<file path="src/rtl/parallel_mul_pkg.sv">
// Shared types and defaults for the parallel vector multiplier.
// FSM state encoding and default lane geometry.
package parallel_mul_pkg;

  typedef enum logic [1:0] {
    S_IDLE,
    S_MUL,
    S_ACC,
    S_DONE
  } state_t;

  localparam int DEF_N_LANES = 5;
  localparam int DEF_WIDTH   = 32;
  localparam int DEF_FRAC    = 16;

endpackage

</file>
<file path="src/rtl/mul_seq.sv">
// One lane of the vector multiplier: unsigned shift-add, one b bit per step.
// Result is the fixed-point window of the full product, saturated on overflow.
module mul_seq
  import parallel_mul_pkg::*;
#(
  parameter int WIDTH = DEF_WIDTH,
  parameter int FRAC  = DEF_FRAC
) (
  input  logic             clk,
  input  logic             rst_n,
  input  logic             i_load,
  input  logic             i_step,
  input  logic [WIDTH-1:0] i_a,
  input  logic [WIDTH-1:0] i_b,
  output logic [WIDTH-1:0] o_res,
  output logic             o_sat
);

  logic [2*WIDTH-1:0] r_a;
  logic [2*WIDTH-1:0] r_prod;
  logic [WIDTH-1:0]   r_b;
  logic [2*WIDTH-1:0] w_sum;
  logic [2*WIDTH-1:0] w_hi;

  // Partial product including the bit consumed by the current step.
  // Once all b bits are shifted out this equals the registered product.
  assign w_sum = r_prod + (r_b[0] ? r_a : '0);
  assign w_hi  = w_sum >> (FRAC + WIDTH);
  assign o_sat = |w_hi;
  assign o_res = o_sat ? '1 : w_sum[FRAC +: WIDTH];

  // Operand load and one shift-add step per cycle.
  always_ff @(posedge clk or negedge rst_n) begin
    if (!rst_n) begin
      r_a    <= '0;
      r_b    <= '0;
      r_prod <= '0;
    end else if (i_load) begin
      r_a    <= {{WIDTH{1'b0}}, i_a};
      r_b    <= i_b;
      r_prod <= '0;
    end else if (i_step) begin
      r_prod <= w_sum;
      r_a    <= r_a << 1;
      r_b    <= r_b >> 1;
    end
  end

endmodule

</file>
<file path="src/rtl/parallel_vec_mul.sv">
// N-lane fixed-point vector multiplier with optional saturating dot product.
// Lanes multiply concurrently; the dot sum walks the lane results serially.
module parallel_vec_mul
  import parallel_mul_pkg::*;
#(
  parameter int N_LANES = DEF_N_LANES,
  parameter int WIDTH   = DEF_WIDTH,
  parameter int FRAC    = DEF_FRAC
) (
  input  logic                     clk,
  input  logic                     reset,
  input  logic                     start,
  input  logic                     mode,
  input  logic [N_LANES*WIDTH-1:0] a_flat,
  input  logic [N_LANES*WIDTH-1:0] b_flat,
  output logic [N_LANES*WIDTH-1:0] x_flat,
  output logic [WIDTH-1:0]         dot,
  output logic                     valid,
  output logic                     busy,
  output logic                     ovf
);

  localparam int CW = $clog2(WIDTH + 1);
  localparam int IW = $clog2(N_LANES + 1);

  state_t                          r_state;
  logic                            r_mode;
  logic [CW-1:0]                   r_cnt;
  logic [IW-1:0]                   r_idx;
  logic [WIDTH-1:0]                r_acc;
  logic                            r_asat;

  logic                            w_accept;
  logic                            w_step;
  logic [N_LANES-1:0][WIDTH-1:0]   w_res;
  logic [N_LANES-1:0]              w_sat;
  logic [WIDTH-1:0]                w_lane;
  logic [WIDTH:0]                  w_add;
  logic [WIDTH-1:0]                w_acc_nxt;

  assign w_accept = start &&
                    ((r_state == S_IDLE) || (r_state == S_DONE));
  assign w_step   = (r_state == S_MUL);

  for (genvar g = 0; g < N_LANES; g++) begin : g_lane
    mul_seq #(
      .WIDTH (WIDTH),
      .FRAC  (FRAC)
    ) u_lane (
      .clk    (clk),
      .rst_n  (reset),
      .i_load (w_accept),
      .i_step (w_step),
      .i_a    (a_flat[g*WIDTH +: WIDTH]),
      .i_b    (b_flat[g*WIDTH +: WIDTH]),
      .o_res  (w_res[g]),
      .o_sat  (w_sat[g])
    );
  end

  // Saturating add of the current lane result into the running sum.
  assign w_lane    = x_flat[int'(r_idx)*WIDTH +: WIDTH];
  assign w_add     = {1'b0, r_acc} + {1'b0, w_lane};
  assign w_acc_nxt = w_add[WIDTH] ? '1 : w_add[WIDTH-1:0];

  // Control FSM, lane result capture and serial dot accumulation.
  always_ff @(posedge clk or negedge reset) begin
    if (!reset) begin
      r_state <= S_IDLE;
      r_mode  <= 1'b0;
      r_cnt   <= '0;
      r_idx   <= '0;
      r_acc   <= '0;
      r_asat  <= 1'b0;
      x_flat  <= '0;
      dot     <= '0;
      valid   <= 1'b0;
      busy    <= 1'b0;
      ovf     <= 1'b0;
    end else begin
      valid <= 1'b0;
      unique case (r_state)
        S_IDLE, S_DONE: begin
          if (start) begin
            r_mode  <= mode;
            r_cnt   <= '0;
            ovf     <= 1'b0;
            busy    <= 1'b1;
            r_state <= S_MUL;
          end else begin
            busy    <= 1'b0;
            r_state <= S_IDLE;
          end
        end
        S_MUL: begin
          r_cnt <= r_cnt + 1'b1;
          if (r_cnt == CW'(WIDTH - 1)) begin
            x_flat <= w_res;
            ovf    <= |w_sat;
            if (r_mode) begin
              r_idx   <= '0;
              r_acc   <= '0;
              r_asat  <= 1'b0;
              r_state <= S_ACC;
            end else begin
              busy    <= 1'b0;
              valid   <= 1'b1;
              r_state <= S_DONE;
            end
          end
        end
        S_ACC: begin
          r_acc  <= w_acc_nxt;
          r_asat <= r_asat | w_add[WIDTH];
          r_idx  <= r_idx + 1'b1;
          if (r_idx == IW'(N_LANES - 1)) begin
            dot     <= w_acc_nxt;
            ovf     <= ovf | r_asat | w_add[WIDTH];
            busy    <= 1'b0;
            valid   <= 1'b1;
            r_state <= S_DONE;
          end
        end
        default: r_state <= S_IDLE;
      endcase
    end
  end

endmodule

</file>
<file path="config.mk">
export PLATFORM = sky130hd
export DESIGN_NAME = parallel_vec_mul
export DESIGN_NICKNAME = d
export VERILOG_FILES = /design/src/rtl/parallel_mul_pkg.sv /design/src/rtl/mul_seq.sv /design/src/rtl/parallel_vec_mul.sv
export SDC_FILE = /design/constraint.sdc
export NUM_CORES = 2
export LEC_CHECK = 0
export BUFFER_PORTS_ARGS = -buffer_cell sky130_fd_sc_hd__buf_4
export CAP_MARGIN = 40
export CORE_ASPECT_RATIO = 1.5
export CORE_UTILIZATION = 55
export DETAILED_ROUTE_END_ITERATION = 6
export PLACE_DENSITY = 0.74
export SETUP_SLACK_MARGIN = 0.3
export SKIP_CTS_REPAIR_TIMING = 1
export SYNTH_ARGS = -nofsm -noshare
export SYNTH_HDL_FRONTEND = slang
export SYNTH_SLANG_ARGS = --single-unit
</file>
<file path="constraint.sdc">
create_clock -name clk -period 11.7 [get_ports clk]
set_clock_uncertainty 0.05 [all_clocks]
set_input_delay 1.17 -clock clk [delete_from_list [all_inputs] [get_ports clk]]
set_output_delay 1.17 -clock clk [all_outputs]
set_load 0.05 [all_outputs]
</file>
Word level (Yosys, flattened, before mapping)
Index checks and enable logic that the tools add are counted.
Storage, ports and cells
  register bits after elaboration: 1040
  word-level logic and storage cells: 139
  bits of input ports: 324
  output and inout bits: 195
Cells by class
  bitwise logic cells: 3
  add/sub/neg operators: 8
  reductions and logical operators: 21
  mux-type cells: 70
  equal/unequal tests: 10
  shifts and indexed selects: 1
Operators by type and width (number)
  64-bit 2-to-1 mux: 25
  32-bit 2-to-1 mux: 18
  64-bit adder: 5
  160-bit by 9-bit indexed part select with 32-bit output: 1
  16-bit OR reduction: 5
  80-bit OR reduction: 1
  32-bit one-hot mux with 2 select lines: 1
  32-bit by 32-bit adder with 33-bit output: 1
  1-bit 2-to-1 mux: 14
  6-bit one-hot mux with 2 select lines: 1
  2-bit != test, second input constant: 5
  2-bit AND reduction: 5
  3-bit AND reduction: 3
  6-bit by 1-bit adder with 6-bit output, second input constant: 1
  6-bit by 5-bit == test with 1-bit output, second input constant: 1
  3-bit 2-to-1 mux: 2
  6-bit 2-to-1 mux: 1
  1-bit one-hot mux with 3 select lines: 2
  2-bit one-hot mux with 3 select lines: 1
  3-bit one-hot mux with 2 select lines: 1
  2-bit nonzero test: 3
  2-bit == test, second input constant: 2
  2-bit 2-to-1 mux: 2
  1-bit one-hot mux with 2 select lines: 2
  8 further kinds: 10

Depth between registers and ports, before layout
  depth in word-level cells: 5
  gate-level depth with buffers: 22
  mapped depth without buffers: 19

Hierarchy
Synthesis repeated with hierarchy kept, for this count alone.
Unflattened totals
  cells, all modules: 8255
  area, all modules: 71198.3 um^2
Modules (own cells, without submodules)
  mul_seq (g_lane[0].u_lane ...): times used 2, area an instance 12027.8 um^2, cells an instance 1462, seq. area each 4003.8 um^2
  mul_seq (g_lane[3].u_lane ...): times used 2, area an instance 11632.4 um^2, cells an instance 1402, seq. area each 4003.8 um^2
  parallel_vec_mul: times used 1, area an instance 12106.6 um^2, cells an instance 1097, seq. area each 6005.8 um^2
  mul_seq (g_lane[2].u_lane): times used 1, area an instance 11771.3 um^2, cells an instance 1430, seq. area each 4003.8 um^2

Worst setup path after synthesis
Ideal clock, no wire load.
  path kind: reg2reg
  start: reg g_lane[3].u_lane.r_b[0]
  end: reg x_flat[123]
  cell stages (with the launch flop): 21
  path buffers: 4
  data required time: 11.529 ns
  clock period less this slack: 4.434 ns
  library setup time: 0.121 ns
  arrival time: 4.263 ns
  path slack: 7.266 ns
  path through: dfrtp_1 -> clkbuf_1 -> clkbuf_1 -> and2_1 -> ha_1 -> inv_1 -> fa_1 -> nand2b_1 -> a2111oi_0 -> nor2_1 -> a2111oi_0 -> a211oi_1 -> a21oi_1 -> o21ai_0 -> a221o_1 -> nor4_1 -> and4_1 -> clkbuf_1 -> clkbuf_1 -> nor3b_1 -> nor2_1
On the way
  word-level cells in the longest chain between the ends: 4
Ends and longest elaborated chain
  start, declared: RTL line mul_seq.sv:21  | logic [WIDTH-1:0] r_b;
  start signal, assigned: RTL line mul_seq.sv:40  | r_b <= i_b;
  start signal, assigned: RTL line mul_seq.sv:45  | r_b <= r_b >> 1;
  64-bit 2-to-1 mux *: RTL line mul_seq.sv:27  | assign w_sum = r_prod + (r_b[0] ? r_a : '0);
  64-bit adder *: RTL line mul_seq.sv:27
  16-bit OR reduction: RTL line mul_seq.sv:29  | assign o_sat = |w_hi;
  32-bit 2-to-1 mux *: RTL line mul_seq.sv:30  | assign o_res = o_sat ? '1 : w_sum[FRAC +: WIDTH];
  end signal, assigned: RTL line parallel_vec_mul.sv:98  | x_flat <= w_res;
  end, declared: RTL line parallel_vec_mul.sv:16  | output logic [N_LANES*WIDTH-1:0] x_flat,
Mark *: on every way between the ends. The rest lies on a longest branch, timed or not.
A chain may end at the register's enable or synchronous reset.

Worst setup path in the final report
  start: reg r_idx[0]
  end: reg r_acc[9]
On the way
  word-level cells in the longest chain between the ends: 4
Ends and longest elaborated chain
  start, declared: RTL line parallel_vec_mul.sv:29  | logic [IW-1:0] r_idx;
  start signal, assigned: RTL line parallel_vec_mul.sv:115  | r_idx <= r_idx + 1'b1;
  160-bit by 9-bit indexed part select with 32-bit output: RTL line parallel_vec_mul.sv:62  | assign w_lane = x_flat[int'(r_idx)*WIDTH +: WIDTH];
  32-bit by 32-bit adder with 33-bit output: RTL line parallel_vec_mul.sv:63  | assign w_add = {1'b0, r_acc} + {1'b0, w_lane};
  32-bit 2-to-1 mux: RTL line parallel_vec_mul.sv:64  | assign w_acc_nxt = w_add[WIDTH] ? '1 : w_add[WIDTH-1:0];
  32-bit one-hot mux with 2 select lines: RTL line parallel_vec_mul.sv:82  | unique case (r_state)
  end signal, assigned: RTL line parallel_vec_mul.sv:113  | r_acc <= w_acc_nxt;
  end, declared: RTL line parallel_vec_mul.sv:30  | logic [WIDTH-1:0] r_acc;
No other way between the ends.

==> impl_results.md <==
- Final setup vio count: 0
- Initial antenna violation count: 7
- Synth top area share: 0.384
- DP HPWL: 159 mm
- Chip Width: 289 um
- Leak Pwr: 34.5 nW
- DRT iter0 DRCs: 4,928
- Largest area contributor in the netlist: dfrtp_1
- Row cnt: between 150 and 200
- Sequential cell area fraction in the yosys report: 0.384
- Crit share post-route: 0.493
- Maximum number of pins on one net before global-route repair: 275
- Synth Area per Inst: between 8 and 9 sq um
- CP max stage delay: 780 ps
- Clock Latency Late Sink: 760 ps
- Max Fanout on Critical Path: 52
- Critical path class: reg -> reg
- First-pass GRT wire length: around 330 mm
- Fin nets: 8,755
- CP cell instances: buf_4 > mux2i_1 > o22ai_1 > ha_1 > nor2b_1 > o21ai_0 > a21boi_0 > o21ai_0 > a21oi_1 > a21oi_1 > a21oi_1 > a21oi_1 > o21bai_1 > o21a_1 > buf_4 > nor2_1 > o21ai_0
- Die height: 432 um
- TritonCTS clock tree: done
- Top Ports: 519
- Yosys warning total: 0
- Post-synthesis cell area: roughly 68,000 sq um
- Post-DR wirelength/cell: 21.8 um
- Gpl congestion: 0.996
- Main flop type after synthesis: dfrtp_1
- Setup TNS: 0 ps
- CTS Sinks: 1,040
- Fin crit period: 5770 ps
- TritonCTS buffer count: 104
- Crit path buf inv count: 2
- DRT met1 WL: 84.2 mm
- CP max stage cell: mux2i_1
- Clock slew at reported path FFs: around 70 ps
- CP Launch Type: flop
- Max clock buf depth: 3
- Vias in the first global route: 58,500
- Max Used Layer: met5
- Via count: 59,200
- Max cap viols: 0
- Final slew viol count: 0
- Failing checks: design-rule violations
- Max Fclk: 173 MHz
- Critical Path Most Common Cell: a21oi_1
- CP Capture Type: flop
- Flop and latch count out of synthesis: 1,040
- VDD IR max: 0.260 mV
- Fin cells: 9,753
- Critical path arrival: approximately 6400 ps
- Synth area leaders: dfrtp_1 38%, mux2i_1 11%, ha_1 6.5%
- Count of different cell masters after synthesis: 88
- PD cells: 223 nW/um^2
- IO buf count: 518
- Met2 WL post-DR: 101 mm
- Share of cells above drive strength 1: 0.0994
- Detailed-route DRC error count: 2
- Final Hold Fails: 0
- CP required: 12,310 ps
- Actual transition at the worst max-transition pin: 1170 ps
- H-Tree Depth: 3
- Drt via density: 6.07
- Syn Inst Count: between 7,000 and 8,000
- GRT Overall Usage: 0.337
- Area delta synth->final: 12.7%
- Grt ovf: 0
- RSZ-0062 raised after global routing: no
- Worst hold path type: in -> async
- Antenna Nets Post-Route: 0
- Slew headroom: 0.222
- Core area: 122,000 sq um
- Syn nets: 8,562
- DR pass1 iterations: 7
- FFs w/ async S/R, synth: 1.00
- Number of flops mapped to enable cells by yosys: 0
- Status: finished with violations
- Detailed Route WL: ~210 mm
- Root Buffer: clkbuf_16
- Met3 wire length: 13.8 mm
- Placed cells: 9,555
- Largest delay share family, worst path: compound AO/OA/AOI/OAI gates
- Die ar.: 125,000 sq um
- Starting Density: 0.555
-- path summary, 6_finish.rpt --
check                           cells past startpoint                          end     start  slack, ps
min in group clk                                    2                      dot[29]   dot[29]        440
max in group asynchronous                           3  g_lane[0].u_lane.r_prod[20]     reset       8920
worst max-delay path                               17                     r_acc[9]  r_idx[0]       5930
worst max register to register                     17                     r_acc[9]  r_idx[0]       5930
worst min-delay path                                1     g_lane[1].u_lane.r_b[16]     reset        380
worst min register to register                      2                      dot[29]   dot[29]        440
-- worst register-to-register path: stages (launching register included) --
cell and delay, ps:
dfrtp_2 510, buf_4 680, mux2i_1 850, o22ai_1 180, ha_1 360, nor2b_1 140
o21ai_0 100, a21boi_0 230, o21ai_0 150, a21oi_1 380, a21oi_1 250, a21oi_1 300
a21oi_1 150, o21bai_1 220, o21a_1 350, buf_4 410, nor2_1 140, o21ai_0 240
-- sequential cells by signal (all words and copies together), names as in the netlist --
| name | flops |
|---|---|
| r_state | 2 |
| g_lane.u_lane.r_b | 160 |
| g_lane.u_lane.r_prod | 320 |
| r_idx | 3 |
| x_flat | 160 |
| r_mode | 1 |
| r_asat | 1 |
| ovf | 1 |
| r_acc | 32 |
| valid | 1 |
| busy | 1 |
| g_lane.u_lane.r_a | 320 |
| dot | 32 |
| r_cnt | 6 |
-- power breakdown --
part	switching [mW]	leakage (nW)	internal (mW)
registers	0.710	12.9	4.54
logic	5.11	19.8	2.97
clock network	1.56	1.84	2.17
-- cells in the mapped netlist (32+ instances only) --
| cell | count |
|---|---|
| nor2_1 | 1093 |
| dfrtp_1 | 1040 |
| nand2_1 | 808 |
| mux2i_1 | 726 |
| a21oi_1 | 635 |
| o21ai_0 | 632 |
| clkbuf_1 | 445 |
| ha_1 | 352 |
| and2_1 | 338 |
| xnor2_1 | 185 |
| a21o_1 | 132 |
| xor2_1 | 123 |
| nand4_1 | 111 |
| inv_1 | 110 |
| a31oi_1 | 104 |
| o21a_1 | 95 |
| nor3_1 | 83 |
| nand3_1 | 79 |
| a211oi_1 | 75 |
| o21bai_1 | 70 |
| nor2b_1 | 59 |
| o211ai_1 | 43 |
| o21ai_1 | 38 |
| buf_1 | 33 |
| o22ai_1 | 33 |
| nand2b_1 | 32 |
-- cells in the final DEF, fill, tap and decap left out, drive strengths merged, types with 185 or more instances in the layout --
cell and instances:
nor2 1093, a21oi 635, ha 352, mux2i 726, xnor2 185, buf 576, o21ai 670, dfrtp 1040
nand2 808, and2 338
-- per-layer routing --
metal,GRT usage,vias to the layer above
li1,-,28200
met1,0.410,28600
met2,0.560,1933
met3,0.0567,522
met4,0.198,8
met5,0,-
-- stage by stage --
stage | worst slack (ps) | hold WS [ps] | instance area (sq um) | power (mW) | utilization
2_1_floorplan | 7270 | 405 | 67800 | 11.1 | -
3_3_place_gp | 6210 | 422 | 72300 | 13.1 | 0.592
3_5_place_dp | 6060 | 427 | 72600 | 13.3 | 0.594
4_1_cts | 6040 | 407 | 76400 | 17.1 | 0.625
5_1_grt | 5660 | 456 | 76400 | 18.1 | 0.625
6_report | 5930 | 379 | 76400 | 17.0 | 0.625
-- logic make-up (layout without fill, tap and decap cells) --
| group | Yosys count | after routing | share of synthesized area |
|---|---|---|---|
| other | 0 | 3 | 0 |
| AO/OA/AOI/OAI | 2074 | 2074 | 0.183 |
| XOR/XNOR | 308 | 308 | 0.0398 |
| multiplexers | 733 | 733 | 0.109 |
| AND/OR/NAND/NOR | 2765 | 2765 | 0.185 |
| adder cells (fa/ha/maj) | 358 | 358 | 0.0667 |
| buffers and inverters | 602 | 882 | 0.0336 |
| flip-flops | 1040 | 1040 | 0.384 |
-- cell type report --
cell class / count / area, sq um
diodes: 3 / 7.51
clock buffers: 143 / 3020
clock inverters: 50 / 749
fillers: 10700 / 45800
inverters: 110 / 418
multi-input cells: 6238 / 39600
flip-flops and latches: 1040 / 26000
well taps: 1590 / 1990
repair buffers: 579 / 4660
No activity file was read; power rests on OpenSTA's default activity.
